--- src/rtl/regbank_write_arbiter.sv ---
// rtl/regbank_write_arbiter.sv - round-robin arbiter for the register bank write port
// Optional feature macro: ZERO_REG_EN (suppresses bank writes to address 31, XZR).
module regbank_write_arbiter #(
    parameter int NUM_REQ    = 2,
    parameter int ADDR_WIDTH = 5,
    parameter int DATA_WIDTH = 64
) (
    input  logic                          clock,
    input  logic                          reset,
    input  logic [NUM_REQ-1:0]            req_valid,
    input  logic [NUM_REQ*ADDR_WIDTH-1:0] req_address,
    input  logic [NUM_REQ*DATA_WIDTH-1:0] req_data,
    output logic [NUM_REQ-1:0]            req_ready,
    output logic                          write,
    output logic [ADDR_WIDTH-1:0]         write_address,
    output logic [DATA_WIDTH-1:0]         write_data,
    output logic [2:0]                    grant_id
);

    logic [2:0]            last;
    logic                  found;
    logic [2:0]            sel_id;
    logic [ADDR_WIDTH-1:0] sel_addr;
    logic [DATA_WIDTH-1:0] sel_data;
    logic                  sel_write;

    // Two passes give the rotated scan order: indices above last first, then wrap.
    always_comb begin
        req_ready = '0;
        found     = 1'b0;
        sel_id    = '0;
        sel_addr  = '0;
        sel_data  = '0;
        for (int i = 0; i < NUM_REQ; i++) begin
            if (!found && i > int'(last) && req_valid[i]) begin
                found        = 1'b1;
                sel_id       = 3'(i);
                sel_addr     = req_address[i*ADDR_WIDTH +: ADDR_WIDTH];
                sel_data     = req_data[i*DATA_WIDTH +: DATA_WIDTH];
                req_ready[i] = 1'b1;
            end
        end
        for (int i = 0; i < NUM_REQ; i++) begin
            if (!found && i <= int'(last) && req_valid[i]) begin
                found        = 1'b1;
                sel_id       = 3'(i);
                sel_addr     = req_address[i*ADDR_WIDTH +: ADDR_WIDTH];
                sel_data     = req_data[i*DATA_WIDTH +: DATA_WIDTH];
                req_ready[i] = 1'b1;
            end
        end
    end

`ifdef ZERO_REG_EN
    // XZR is handshaken like any register but never reaches the bank.
    assign sel_write = (sel_addr != ADDR_WIDTH'(31));
`else
    assign sel_write = 1'b1;
`endif

    always_ff @(posedge clock or posedge reset) begin
        if (reset) begin
            write         <= 1'b0;
            write_address <= '0;
            write_data    <= '0;
            grant_id      <= '0;
            last          <= 3'(NUM_REQ - 1);
        end else if (found) begin
            write         <= sel_write;
            write_address <= sel_addr;
            write_data    <= sel_data;
            grant_id      <= sel_id;
            last          <= sel_id;
        end else begin
            write         <= 1'b0;
        end
    end

endmodule

--- config.mk ---
export PLATFORM = sky130hd
export DESIGN_NAME = regbank_write_arbiter
export DESIGN_NICKNAME = d
export VERILOG_FILES = /design/src/rtl/regbank_write_arbiter.sv
export SDC_FILE = /design/constraint.sdc
export NUM_CORES = 1
export LEC_CHECK = 0
export ABC_AREA = 1
export ABC_CLOCK_PERIOD_IN_PS = 2300
export CAP_MARGIN = 10
export CORE_MARGIN = 4
export CORE_UTILIZATION = 34
export DETAILED_ROUTE_END_ITERATION = 8
export HOLD_SLACK_MARGIN = 0.05
export PLACE_DENSITY_LB_ADDON = 0.3
export SETUP_SLACK_MARGIN = 0.1
export SLEW_MARGIN = 5
export SYNTH_ARGS = -nofsm -noshare
export SYNTH_HDL_FRONTEND = slang
export SYNTH_SLANG_ARGS = --single-unit
--- constraint.sdc ---
create_clock -name clock -period 2.3 [get_ports clock]
set_input_delay 0.46 -clock clock [delete_from_list [all_inputs] [get_ports clock]]
set_output_delay 0.46 -clock clock [all_outputs]
set_load 0.01 [all_outputs]
==> key figures <==
Run status
  • Status: finished, final reports clean

Placed design
  • GPL Wtd Cong: 0.8419
  • Post-DP Area: 0.005951 mm2
  • IO Port Bufs: 214
  • Post-DP HPWL: between 8000 and 9000 um
  • Placed cells: 860

Global route
  • Largest net degree at the start of global routing: 47
  • Global-route usage over all layers: 17.92%
  • First-pass GRT wire length: 18440 um
  • Grt ovf: 0
  • Initial antenna violation count: 0
  • Vias in the first global route: 3815

Yosys
  • Leading area contributor after synthesis: dfrtp_1
  • Register bit total from synthesis: 72
  • Sequential area share after synthesis: 49.37%
  • Top cell type's share of synthesized area: ~49%
  • Largest cells by area after synthesis: dfrtp_1 (49%), nand2_1 (28%), nand3_1 (9.5%)
  • Post-Syn Area: 0.003652 mm2
  • Netlist cell types: 15
  • Mapped Avg Cell Area: 6.904 um2
  • Syn. warnings: 0
  • Synth Instances: 529

Final layout
  • FF+latch area: 0.001803 mm2
  • Post-route cell area: about 0.006 mm2
  • Inserted Diodes: 0
  • Area grow syn2layout: 68.48%
  • Non-Filler Instances: 876
  • Multi-input gate area in the final layout: 0.001443 mm2
  • Layout cells sized above 1: 4.459%
  • Final core utilization: 59.08%
  • # nets final: between 800 and 900
  • Fillers: roughly 940

Timing
  • Setup_tns: 0 ns
  • Hold Vio Cnt, Final: 0
  • RSZ-0062 raised after global routing: false
  • Tmin final: 1.981 ns
  • Final period util: 86.14%
  • Fin. max-slew vios: 0
  • Fmax: 504.7 MHz
  • Final setup fails: 0
  • Clock Skews: 0.01203 ns
  • Final hold slack: 0.4795 ns

Power and ir drop
  • Net Sw Power: between 1000 and 1500 uW
  • Combinational power share: between 30% and 40%
  • Leak pwr: between 0.003 and 0.004 uW
  • Clock power share: 27.3%
  • Pwr Density: 600.3 mW/mm2
  • Worst vdd ir: 324.3 uV
  • Share of total power in sequential cells: 41.4%
  • Cell-internal power: around 2600 uW
  • Switching Share: between 20 and 30%

Die
  • Core region area: 0.01042 mm2
  • Standard-cell rows: 37
  • Initial core utilization: 35.06%
  • DIE HEIGHT: 111.6 um
  • Die X: 111.6 um
  • Ports: around 220
  • Die Area: 0.01246 mm2

Worst setup path
  • Crit path cell chain: clkdlybuf4s50_1 -> inv_1 -> a21oi_4 -> dlygate4sd2_1
  • Startpoint Class: input port
  • Critical path class: in2out
  • Worst endpoint data arrival time: 1.52 ns
  • Critical Path Fanout Max: 4
  • CP max-delay cell: clkdlybuf4s50_1
  • Slowest stage delay, CP: 0.55 ns
  • CP required: roughly 1.8 ns
  • Worst Setup End Kind: primary output

Clock network
  • CTS Buffer Depth: 2
  • Clk Latency, worst-skew pair: ~0.34 ns
  • Clk pin slew, worst setup/hold paths: 0.07 ns
  • Clock root buffer: clkbuf_8
  • H-Tree Depth: 3
  • Clock Sinks: 72
  • CTS tree: built
  • CTS buffer count: 9

Drt
  • Starting DRT DRC Count: about 190
  • Vias per cell: about 4.4
  • ANT nets after route: 0
  • Wirelength per Cell: 12.85 um
  • DRT Pass-1 Iters: 4
  • DRC errors left: 0
  • Vias post-DR: around 3800
  • Routed WL: around 11000 um

Job
  • MaxCap Viol Count: 0

Hold path
  • HP Class: reg2reg
[per-stage QoR]
step / worst slack [ns] / total power [uW]
floorplan: 0.7906 / 2003
global placement: 0.08112 / 2705
detailed placement: 0.05221 / 2726
CTS: 0.3274 / 3755
global route: 0.2367 / 3930
finish: 0.3188 / 3694
[placed cells by master (no fill, tap or decap)]
master	n
bufinv_16	1
buf_2	1
buf_4	8
conb_1	2
clkbuf_8	10
a21oi_4	1
nand2_2	1
dfstp_2	1
buf_12	3
clkinv_2	1
clkinvlp_4	3
inv_1	72
o21ai_0	1
nor2_1	2
dlygate4sd2_1	2
clkdlybuf4s50_1	211
nand3_1	69
a21boi_0	1
clkinv_4	1
nor2_4	1
nand2_1	276
inv_6	1
dfrtp_1	71
[power by group through the flow]
stage                     registers (uW)  logic, uW  clock network (uW)
after floorplan                     1630        375                   0
after global placement              1540       1160                   0
after detailed placement            1550       1180                   0
after CTS                           1530       1180                1050
after global routing                1550       1270                1100
final                               1530       1160                1010
[metal layers]
metal  GRT usage, %  part of all wire (%)
met4          6.245                   2.2
met1          20.01                    40
met2          32.77                    51
met5              0                     0
met3          4.728                   6.8
[critical path, delay by kind of cell]
family / cells / cell delay, ns
buffers and inverters: 3 / 0.94
AO/OA/AOI/OAI: 1 / 0.12
[worst paths after layout]
check	startpoint	to	slack [ns]	cells after the start
min in group asynchronous	reset	write_data[14]	0.53	3
max	req_valid[1]	req_ready[1]	0.32	4
min	write_data[0]	write_data[0]	0.48	2
min reg2reg	write_data[0]	write_data[0]	0.48	2
max reg2reg	last[0]	write_data[52]	0.80	7
max in group asynchronous	reset	write_data[1]	1.47	3
[repair_timing]
| item | CTS | global route |
|---|---|---|
| hold buffers | 0 | 0 |
| setup endpoints to repair | 2 | 0 |
| resized for setup | 2 | 0 |
| buffers inserted | 0 | 0 |
[final cells by class]
cell class | count | area share [%]
Timing Repair Buffer | 225 | 36.64
Sequential cell | 72 | 29.30
Multi-Input combinational cell | 354 | 23.44
Inverter | 73 | 4.514
Tap cell | 136 | 2.765
Clock buffer | 10 | 2.237
Clock inverter | 6 | 1.098
[cell families (layout without fill, tap and decap cells)]
group	after synthesis	after routing	synth area share, %
AOI/OAI and AO/OA	3	3	0.7880
buffers and inverters	104	314	11.44
DFF	72	72	49.37
other	1	2	0.1027
and+or+nand+nor	349	349	38.30
[registers in the layout (all words and copies together), names as in the netlist]
register	flops
write_data	64
write_address	5
grant_id	1
last	1
write	1
[cell usage after synthesis (all sizes together)]
cell and n:
dfrtp 71, a21boi 1, nor2 3, inv 73, buf 24, a21oi 1
clkbuf 7, nand3 69, dfstp 1, o21ai 1, conb 1, nand2 277
(Power assumes the default switching activity.)
